$ cat src/rtl/bcd_pkg.sv
// Shared types and constants for the serial BCD adder and its seven-segment decoder.
package bcd_pkg;

  typedef enum logic [1:0] {
    IDLE = 2'd0,
    ADD  = 2'd1,
    DONE = 2'd2
  } state_t;

  localparam logic [4:0] BCD_MAX   = 5'd9;
  localparam logic [4:0] BCD_ADJ   = 5'd10;
  localparam logic [6:0] SEG_BLANK = 7'b1111111;

endpackage

$ cat src/rtl/bcd_seg7_dec.sv
// One BCD digit to seven segments, bit 6 = segment a ... bit 0 = segment g.
module bcd_seg7_dec
  import bcd_pkg::*;
#(
  parameter bit SEG_ACTIVE_LOW = 1'b1
) (
  input  logic [3:0] digit,
  output logic [6:0] seg
);

  logic [6:0] pat;

  // Patterns are active-low; non-decimal codes show nothing.
  always_comb begin
    pat = SEG_BLANK;
    case (digit)
      4'd0:    pat = 7'b0000001;
      4'd1:    pat = 7'b1001111;
      4'd2:    pat = 7'b0010010;
      4'd3:    pat = 7'b0000110;
      4'd4:    pat = 7'b1001100;
      4'd5:    pat = 7'b0100100;
      4'd6:    pat = 7'b0100000;
      4'd7:    pat = 7'b0001111;
      4'd8:    pat = 7'b0000000;
      4'd9:    pat = 7'b0000100;
      default: pat = SEG_BLANK;
    endcase
  end

  assign seg = SEG_ACTIVE_LOW ? pat : ~pat;

endmodule

$ cat src/rtl/bcd_serial_adder.sv
// Digit-serial packed-BCD adder: one decimal digit per clock, LSD first,
// with sticky invalid-digit flag and per-digit seven-segment outputs.
module bcd_serial_adder
  import bcd_pkg::*;
#(
  parameter int DIGITS         = 4,
  parameter bit SEG_ACTIVE_LOW = 1'b1
) (
  input  logic                  clk,
  input  logic                  rst_n,
  input  logic                  start,
  input  logic [4*DIGITS-1:0]   a,
  input  logic [4*DIGITS-1:0]   b,
  input  logic                  cin,
  output logic                  busy,
  output logic                  done,
  output logic [4*DIGITS-1:0]   sum,
  output logic                  cout,
  output logic                  err,
  output logic [7*DIGITS-1:0]   hex
);

  localparam int IDX_W = (DIGITS > 1) ? $clog2(DIGITS) : 1;
  localparam logic [IDX_W-1:0] LAST = IDX_W'(DIGITS - 1);

  state_t             state_q, state_d;
  logic [IDX_W-1:0]   idx;
  logic               carry;
  logic [4*DIGITS-1:0] a_r, b_r;
  logic [3:0]         a_dig, b_dig;
  logic [4:0]         step;
  logic               bad_dig;

  // Decimal digit add: returns {carry_out, digit}; codes above 9 wrap mod 16.
  function automatic logic [4:0] bcd_digit(input logic [3:0] x, input logic [3:0] y,
                                           input logic c);
    logic [4:0] t;
    logic [4:0] u;
    t = {1'b0, x} + {1'b0, y} + {4'b0000, c};
    u = t - BCD_ADJ;
    if (t > BCD_MAX) return {1'b1, u[3:0]};
    else             return {1'b0, t[3:0]};
  endfunction

  always_comb begin
    state_d = state_q;
    case (state_q)
      IDLE:    if (start) state_d = ADD;
      ADD:     if (idx == LAST) state_d = DONE;
      DONE:    state_d = IDLE;
      default: state_d = IDLE;
    endcase
  end

  always_comb begin
    a_dig = 4'd0;
    b_dig = 4'd0;
    for (int i = 0; i < DIGITS; i++) begin
      if (idx == IDX_W'(i)) begin
        a_dig = a_r[4*i +: 4];
        b_dig = b_r[4*i +: 4];
      end
    end
    step    = bcd_digit(a_dig, b_dig, carry);
    bad_dig = ({1'b0, a_dig} > BCD_MAX) || ({1'b0, b_dig} > BCD_MAX);
  end

  assign busy = (state_q != IDLE);

  // Operand capture is pure data and needs no reset.
  always_ff @(posedge clk) begin
    if (state_q == IDLE && start) begin
      a_r <= a;
      b_r <= b;
    end
  end

  // done is registered off the DONE state, so it follows DONE by one cycle.
  always_ff @(posedge clk or negedge rst_n) begin
    if (!rst_n) begin
      state_q <= IDLE;
      idx     <= '0;
      carry   <= 1'b0;
      sum     <= '0;
      cout    <= 1'b0;
      err     <= 1'b0;
      done    <= 1'b0;
    end else begin
      state_q <= state_d;
      done    <= (state_q == DONE);
      case (state_q)
        IDLE: begin
          if (start) begin
            carry <= cin;
            sum   <= '0;
            cout  <= 1'b0;
            err   <= 1'b0;
            idx   <= '0;
          end
        end
        ADD: begin
          for (int i = 0; i < DIGITS; i++) begin
            if (idx == IDX_W'(i)) sum[4*i +: 4] <= step[3:0];
          end
          carry <= step[4];
          if (bad_dig) err <= 1'b1;
          if (idx == LAST) begin
            cout <= step[4];
            idx  <= '0;
          end else begin
            idx <= idx + 1'b1;
          end
        end
        default: ;
      endcase
    end
  end

  // Decoders watch the registered sum.
  for (genvar g = 0; g < DIGITS; g++) begin : g_seg
    bcd_seg7_dec #(
      .SEG_ACTIVE_LOW(SEG_ACTIVE_LOW)
    ) u_dec (
      .digit(sum[4*g +: 4]),
      .seg  (hex[7*g +: 7])
    );
  end

endmodule

$ cat config.mk
export PLATFORM = sky130hd
export DESIGN_NAME = bcd_serial_adder
export DESIGN_NICKNAME = d
export VERILOG_FILES = /design/src/rtl/bcd_pkg.sv /design/src/rtl/bcd_seg7_dec.sv /design/src/rtl/bcd_serial_adder.sv
export SDC_FILE = /design/constraint.sdc
export NUM_CORES = 1
export LEC_CHECK = 0
export CAP_MARGIN = 20
export CORE_MARGIN = 2
export CORE_UTILIZATION = 45
export DETAILED_ROUTE_END_ITERATION = 7
export PLACE_DENSITY = 0.77
export SYNTH_ARGS = -nofsm -noshare
export SYNTH_HDL_FRONTEND = slang
export SYNTH_SLANG_ARGS = --single-unit
export TNS_END_PERCENT = 10
$ cat constraint.sdc
create_clock -name clk -period 4 [get_ports clk]
set_input_delay 1.2 -clock clk [delete_from_list [all_inputs] [get_ports clk]]
set_output_delay 1.2 -clock clk [all_outputs]
set_load 0.01 [all_outputs]
Yosys cells after proc, flatten, opt, wreduce, memory -nomap -nowiden. Memories as Yosys holds them, arrays and structs flattened. Index checks and enable logic that the tools add are counted.

Register bits: 56. ROM bits: 448. Input bits: 36. Output and inout port bits: 48. Word-level logic and storage cells: 75. Memories kept: 4.

Add/subtract/negate cells: 4. Magnitude comparators: 3. Eq/ne operators: 11. Mux-type cells: 28. Reductions and logical operators: 13.

Memory list: (name not given) (depth 16, width 7, read ports 1, clocked after memory_dff 0, wr ports 0, RTL line bcd_seg7_dec.sv:16) `case (digit)`; (name not given) (depth 16, width 7, read ports 1, clocked after memory_dff 0, wr ports 0, RTL line bcd_seg7_dec.sv:16); (name not given) (depth 16, width 7, read ports 1, clocked after memory_dff 0, wr ports 0, RTL line bcd_seg7_dec.sv:16); (name not given) (depth 16, width 7, read ports 1, clocked after memory_dff 0, wr ports 0, RTL line bcd_seg7_dec.sv:16).

Operators by type and width (number): 4-bit two-way mux (12); 16-bit one-hot mux with 2 select lines (1); 16-bit two-way mux (1); 3-bit AND reduction (5); 2-bit inequality test (second input constant) (6); 4-bit > comparator (second input constant) (2); 2-bit two-way mux (4); 2-bit one-hot mux with 2 select lines (2); 2-bit == test (second input constant) (3); 1-bit one-hot mux with 2 select lines (3); 4-bit by 4-bit adder with 5-bit output (1); 5-bit by 1-bit adder with 5-bit output (1); 5-bit by 4-bit > comparator with 1-bit output (second input constant) (1); 5-bit two-way mux (1); 2-bit by 1-bit == test with 1-bit output (second input constant) (2); 2-bit zero test (2); 1-bit two-way mux (4); 2-bit AND reduction (2); 2-bit nonzero test (2); 4-bit subtractor (second input constant) (1); 2-bit by 1-bit adder with 2-bit output (second input constant) (1); 1-bit logical AND (1); 1-bit logical OR (1).

Depth between registers and ports, before layout. Gate-level depths: netlist of the first run.

Depth after elaboration: 11. Gate-level depth with buffers: 17. Gate-level depth less buffers: 16.

Hierarchy. From an unflattened synthesis of the first run, not the netlist that was laid out.

Cell total of the unflattened synthesis: 353. Area, all modules: 3399.5 µm².

By module, submodules not included: bcd_serial_adder (instances 1, cells an instance 221, area an instance 2558.7 µm², seq. area each 1561.5 µm²); bcd_seg7_dec (instances 4, cells an instance 33, area an instance 210.2 µm², seq. area each 0.0 µm²).

Worst setup path before layout of the first run. OpenSTA, ideal clock, no wires.

Path type: register to register. Start: register idx[1]. End: register sum[14]. Arrival: 3.815 ns. Data required time: 3.908 ns. Setup slack: 0.093 ns. Cell stages (with the launch flop): 17. Path buffers: 2. Period minus slack after synthesis: 3.907 ns. Path through: dfrtp_1 inv_1 ha_1 clkbuf_1 clkbuf_1 a21oi_1 o21ai_0 mux2i_1 fa_1 fa_1 xor2_2 ha_1 a22o_4 o311ai_4 mux2i_2 nand2_2 o31ai_2.

Longest elaborated chain between the ends: 11.

RTL lines: start: declaration (RTL line bcd_serial_adder.sv:27) `logic [IDX_W-1:0] idx;`; start signal: assignment (RTL line bcd_serial_adder.sv:111) `idx <= idx + 1'b1;`; 2-bit zero test (RTL line bcd_serial_adder.sv:59) `if (idx == IDX_W'(i)) begin`; 4-bit two-way mux (4 in a row) (RTL line bcd_serial_adder.sv:59); 4-bit by 4-bit adder with 5-bit output (RTL line bcd_serial_adder.sv:39) `t = {1'b0, x} + {1'b0, y} + {4'b0000, c};`; 5-bit by 1-bit adder with 5-bit output (RTL line bcd_serial_adder.sv:39); 4-bit subtractor or 5-bit by 4-bit > comparator with 1-bit output (tied branches) (RTL line bcd_serial_adder.sv:40, bcd_serial_adder.sv:41); 5-bit two-way mux (RTL line bcd_serial_adder.sv:41) `if (t > BCD_MAX) return {1'b1, u[3:0]};`; 4-bit two-way mux (RTL line bcd_serial_adder.sv:103) `if (idx == IDX_W'(i)) sum[4*i +: 4] <= step[3:0];`; 16-bit one-hot mux with 2 select lines (RTL line bcd_serial_adder.sv:91) `case (state_q)`; end signal: indexed assignment (RTL line bcd_serial_adder.sv:103); end: declaration (RTL line bcd_serial_adder.sv:17) `output logic [4*DIGITS-1:0] sum,`.

Parallel ways exist; a longest one is shown, timed or not. The select of a mux whose other input is x is not followed. A chain may end at the register's enable or synchronous reset.

Final worst setup path of the first run. Same ends and word-level chain as after synthesis.

==> results of run 1 <==
layer usage:
metal | wire length (um) | global-route usage [%] | share of wire (%) | vias up
met5 | 0 | 0 | 0 | -
met4 | 76 | 3.53 | 1.1 | 0
met3 | 359 | 3.51 | 5.2 | 10
met2 | 3420 | 32.1 | 50 | 88
met1 | 3030 | 22.8 | 44 | 1176
li1 | - | - | - | 1332
what timing repair did:
action	4_1_cts	5_1_grt
pin swaps	0	10
cloned	0	0
setup buffers	0	7
resized for setup	1	13
endpoints found under the setup margin	1	7
layout make-up:
class,count,area (um^2)
tap,99,124
fill,586,2740
multi-input combinational,238,1620
inverter,25,93.8
timing repair buffer,96,948
sequential,56,1560
clock inverter,3,22.5
clock buffer,5,68.8
kinds of logic after synthesis:
family,after synthesis,synth area share [%]
AND/OR/NAND/NOR,100,14.0
flip-flops,56,47.5
AO/OA/AOI/OAI,94,17.5
XOR/XNOR,3,1.03
buffers and inverters,40,4.60
multiplexers,11,3.65
adder cells (fa/ha/maj),30,11.9
power by group:
part | switching, mW | internal (mW)
clock | 0.189 | 0.126
combinational | 1.60 | 1.60
sequential | 0.170 | 0.808
worst max-delay path: stages, from the launching register on:
cell and delay [ns]:
dfrtp_1 0.42, inv_2 0.10, ha_4 0.18, buf_4 0.12, buf_4 0.14, nor2b_1 0.14
a221o_1 0.33, o21ai_1 0.11, o21ai_0 0.11, ha_1 0.37, xor2_2 0.22, ha_2 0.19
a22o_4 0.26, o311ai_4 0.34, mux2i_2 0.36, nand2_2 0.13, o31ai_2 0.27
registers in the layout (all words and copies together), names as in the netlist, 2 cells and up:
register and count:
a_r 16, b_r 16, sum 16, idx 2, state_q 2
cell usage after synthesis (2+ instances only):
master | count | area (um^2)
dfrtp_1 | 24 | 601
a31oi_1 | 9 | 56.3
fa_1 | 2 | 40.0
inv_1 | 24 | 90.1
o22ai_1 | 6 | 37.5
mux2_2 | 5 | 56.3
or2_2 | 4 | 25.0
nand2_1 | 34 | 128
nor2_1 | 37 | 139
nand3b_1 | 5 | 37.5
nand2b_1 | 8 | 50.1
o31ai_1 | 2 | 15.0
a21oi_1 | 42 | 210
o21ai_0 | 21 | 105
mux2i_1 | 5 | 50.1
nor2b_1 | 6 | 37.5
clkbuf_1 | 13 | 48.8
a221o_1 | 3 | 30.0
edfxtp_1 | 32 | 961
ha_1 | 28 | 350
worst paths after layout:
kind | start | endpoint | slack, ns | cells past startpoint
max | idx[1] | sum[14] | 0.12 | 16
min | err | err | 0.48 | 2
max reg2reg | idx[1] | sum[14] | 0.12 | 16
min reg2reg | err | err | 0.48 | 2
max in group asynchronous | rst_n | cout | 2.32 | 2
min in group asynchronous | rst_n | sum[4] | 1.22 | 1
==> results.cfg, run 1 <==
[floorplanning]
core_area_um2 = 7180
dieArea_um2 = 8010
pin_count = 84
rows = 31
die_w_um = 89.5
die_y_um = 89.5
start_util_pct = 45.9

[routing]
dr.pass1.iters = 4
wl_um = 6890
drt_first_iter_violations = 116
wl_per_cell_um = 13.2
num_vias = 2606
drc = 0
postRouteAntennaNets = 0
via_per_inst = 4.99

[timing]
skew_ns = 0.00814
slew_headroom_pct = 39.2
period_share_pct = 97.1
setup_viol = 0
hold_viol_final = 0
max_freq_ghz = 0.258
hold_ws_ns = 0.482
worst_pin_slew_ns = 0.910
finalWorstSetupSlack_ns = 0.117
slew_violations = 0
min_period_ns = 3.88
tns_ns = 0

[synth]
postSynthAreaPerCell_um2 = 9.85
yosysWarnings = 0
synth_cell_types = 44
synth-seq-area-share_pct = 47.5
syn_inst = 334
synth.net_count = 400
ys_ff_latch = 56
syn_area_um2 = 3290
synth_flop_cell = edfxtp_1
async_reset_ff_share_pct = 42.9
synth_edf_count = 32

[global_routing]
grt-ovfl-total = 0
antenna_found_initial = 0
grt_pass1_wl_um = 11300
grt_max_degree = 27
track_usage_pct = 18.0
grt_pass1_vias = 2495

[power_and_ir_drop]
total_power_mw = 4.50
worst_ir_drop_vdd_v = 0.000532
p_per_area_nw_per_um2 = 1010
p_leak_nw = 1.80

[clock_tree]
cts_inserted_buffers = 5
htree_levels = 2
cts_max_path_buffers = 2
clkLatencyLatePin_ns = 0.31
cts.sinks = 56
cts-root-buf = clkbuf_8
cts_tree = done
cts_hold_buf = 0
clk_pin_slew_worst_paths_ns = 0.10

[setup_path]
path_class = reg2reg
cp-start-kind = register
cp.arrival_ns = 4.10
endpoint_kind = register
critPathRequiredTime_ns = 4.21
path_max_fanout = 5

[finish]
fin_area_um2 = 4440
final_nets = 488
final_cell_count_no_fill = 522
drive_gt1_share_pct = 11.8
antenna_cells = 0
fin_util_pct = 61.8
mostFrequentLayoutCells = clkdlybuf4s50_1 (83), a21oi_1 (41), nor2_1 (37)
area_delta_synth_final_pct = 34.8
final_common_cell = clkdlybuf4s50_1

[placement]
hpwl_um = 5320
pre_cts_slack_ns = -0.0226
place_inst = 506
postPlaceCellArea_um2 = 4230
place.port_buffers = 83
gp_congestion = 0.788

[worst_hold_path]
hold_class = reg2reg

[run_status]
run_status = completed

[flow_run]
cap_violations = 0
Power figures use the tool's default switching activity.
==> run 2: changes to the inputs <==
--- a/config.mk
+++ b/config.mk
@@ -8,9 +8,11 @@
 export CAP_MARGIN = 20
 export CORE_MARGIN = 2
 export CORE_UTILIZATION = 45
+export CTS_CLUSTER_DIAMETER = 50
 export DETAILED_ROUTE_END_ITERATION = 7
 export PLACE_DENSITY = 0.77
 export SYNTH_ARGS = -nofsm -noshare
 export SYNTH_HDL_FRONTEND = slang
+export SYNTH_HIERARCHICAL = 1
 export SYNTH_SLANG_ARGS = --single-unit
 export TNS_END_PERCENT = 10
==> results.cfg, run 2 <==
[synth]
synth_cell_types = 40
async_reset_ff_share_pct = 42.9
postSynthAreaPerCell_um2 = 9.63
yosys-top-cells-count = nand2_1 (42), o21ai_0 (36), nor2_1 (33)
synth_flop_cell = edfxtp_1
syn_area_um2 = 3400
netlist.area_leader.share_pct = 28.3
yosysWarnings = 6
ys_ff_latch = 56
yosys.area.top_type = edfxtp_1
synth_edf_count = 32
syn_inst = 353
synth-seq-area-share_pct = 45.9
yosys-top-cells-area = edfxtp_1 (28%), dfrtp_1 (18%), ha_1 (10%), o21ai_0 (5.3%), a21oi_1 (4.7%)
synth.net_count = 419
yosysMostFrequentCell = nand2_1

[routing]
drt_first_iter_violations = 125
wl_per_cell_um = 13.5
postRouteAntennaNets = 0
dr.pass1.iters = 4
num_vias = 2776
via_per_inst = 5.20
wl_um = 7220
drc = 0

[global_routing]
grt-ovfl-total = 0
track_usage_pct = 17.6
antenna_found_initial = 0
grt_pass1_wl_um = 11800
grt_max_degree = 26
grt_pass1_vias = 2642

[timing]
hold_viol_final = 0
max_freq_ghz = 0.271
period_share_pct = 92.3
rsz0062_at_grt = no
min_period_ns = 3.69
setup_viol = 0
tns_ns = 0
skew_ns = 0.00479
slew_headroom_pct = 70.6
finalWorstSetupSlack_ns = 0.306
worst_pin_slew_ns = 0.428
slew_violations = 0

[floorplanning]
die_w_um = 90.9
core_area_um2 = 7290
dieArea_um2 = 8270
start_util_pct = 46.6
rows = 31
die_y_um = 90.9
pin_count = 84

[finish]
mostFrequentLayoutCells = clkdlybuf4s50_1 (83), nand2_1 (42), o21ai_0 (35)
reg_top3 = a_r: 16 flops, b_r: 16 flops, sum: 16 flops
multi_input_area_um2 = 1680
fill_cells = 630
drive_gt1_share_pct = 7.13
final-seq-area_um2 = 1560
antenna_cells = 0
area_delta_synth_final_pct = 30.9
final_nets = 500
final_common_cell = clkdlybuf4s50_1

[setup_path]
critPathRequiredTime_ns = 4.26
r2r_slack_ns = 0.31
path_class = reg2reg
rr_endpoint = sum[2]
cp-start-kind = register
reg2reg_depth = 15
r2r_start = idx[1]
path_max_fanout = 15
cp.arrival_ns = 3.95
endpoint_kind = register

[run_status]
run_status = completed

[placement]
pre_cts_slack_ns = 0.0780
hpwl_um = 5500
gp_congestion = 0.858
place.port_buffers = 83

[power_and_ir_drop]
p_switching_mw = 2.03
worst_ir_drop_vdd_v = 0.000722
p_per_area_nw_per_um2 = 1010
p_clk_share_pct = 7.3
swShare_pct = 45.0
pwr-share-seq_pct = 21.8
p_int_mw = 2.47
p_leak_nw = 1.74
combPwrFrac_pct = 70.9

[worst_hold_path]
hold_class = reg2reg
hold_end = err
holdPathStages = 2
hold_start = err

[clock_tree]
cts.sinks = 56
cts_hold_buf = 0
clkLatencyLatePin_ns = 0.32
htree_levels = 2
cts_inserted_buffers = 5
cts_tree = done
clk_pin_slew_worst_paths_ns = 0.10
cts-root-buf = clkbuf_8
cts_max_path_buffers = 2

[flow_run]
cap_violations = 0
## run 2: cell type report
| class | count | area share, % |
|---|---|---|
| sequential | 56 | 35.1 |
| inverter | 21 | 1.77 |
| tap | 99 | 2.78 |
| multi-input combinational | 259 | 37.7 |
| clock buffer | 5 | 1.55 |
| timing repair buffer | 91 | 20.5 |
| clock inverter | 3 | 0.591 |
## run 2: through the flow
step | utilization, % | hold slack, ns | std cells | instance area, um^2 | power, mW
3_3_place_gp | 59.0 | 0.475 | 524 | 4300 | 3.85
2_1_floorplan | - | 0.456 | 353 | 3400 | 2.99
4_1_cts | 60.3 | 0.501 | 532 | 4400 | 4.31
5_1_grt | 61.0 | 0.547 | 534 | 4450 | 4.88
6_report | 61.0 | 0.492 | 534 | 4450 | 4.50
3_5_place_dp | 59.0 | 0.477 | 524 | 4300 | 3.98
## run 2: how the worst max path moves through the flow
stage                          to    from  slack (ns)  cells past startpoint
after CTS                 sum[14]  idx[0]        0.06                     16
final                      sum[2]  idx[1]        0.31                     15
after global routing      sum[14]  idx[0]        0.02                     16
after global placement     sum[2]  idx[0]        0.33                     16
after floorplan            sum[2]  idx[1]        0.11                     16
after detailed placement  sum[14]  idx[0]        0.08                     16
## run 2: per-layer routing
| layer | track usage (%) | share of wire [%] | up-vias |
|---|---|---|---|
| met5 | 0 | 0 | - |
| met4 | 5.18 | 1.5 | 0 |
| met3 | 4.01 | 5.5 | 11 |
| met2 | 31.3 | 50 | 86 |
| met1 | 21.2 | 43 | 1296 |
| li1 | - | - | 1383 |
## run 2: kinds of logic (layout without fill, tap and decap cells)
group | Yosys count | count (layout) | synth area share (%)
buf+inv | 38 | 120 | 5.23
flops | 56 | 56 | 45.9
compound gates | 105 | 105 | 18.5
simple gates | 117 | 117 | 16.5
xor+xnor | 2 | 2 | 0.736
fa+ha+maj | 30 | 30 | 11.5
mux | 5 | 5 | 1.62
## run 2: what timing repair did
item | in CTS | in global routing
setup buffers | 0 | 1
gates resized for setup | 0 | 6
endpoints found under the setup margin | 0 | 9
## run 2: power by group through the flow
stage / registers, mW / clock network (mW) / logic, mW
after floorplan: 0.932 / 0 / 2.06
final: 0.980 / 0.329 / 3.19
after CTS: 0.980 / 0.336 / 2.99
after global routing: 1.01 / 0.360 / 3.51
after detailed placement: 0.993 / 0 / 2.98
after global placement: 0.985 / 0 / 2.87
## run 2: worst max-delay path, cell delays in order (launching register included)
cell	delay [ns]
dfrtp_1	0.39
inv_1	0.09
ha_1	0.24
buf_4	0.20
nand3b_1	0.17
a21oi_1	0.21
a21oi_1	0.09
o21ai_0	0.22
ha_1	0.33
xor2_2	0.24
ha_2	0.23
a22o_4	0.26
o311ai_4	0.34
mux2i_4	0.39
a31oi_1	0.12
nor2_1	0.11
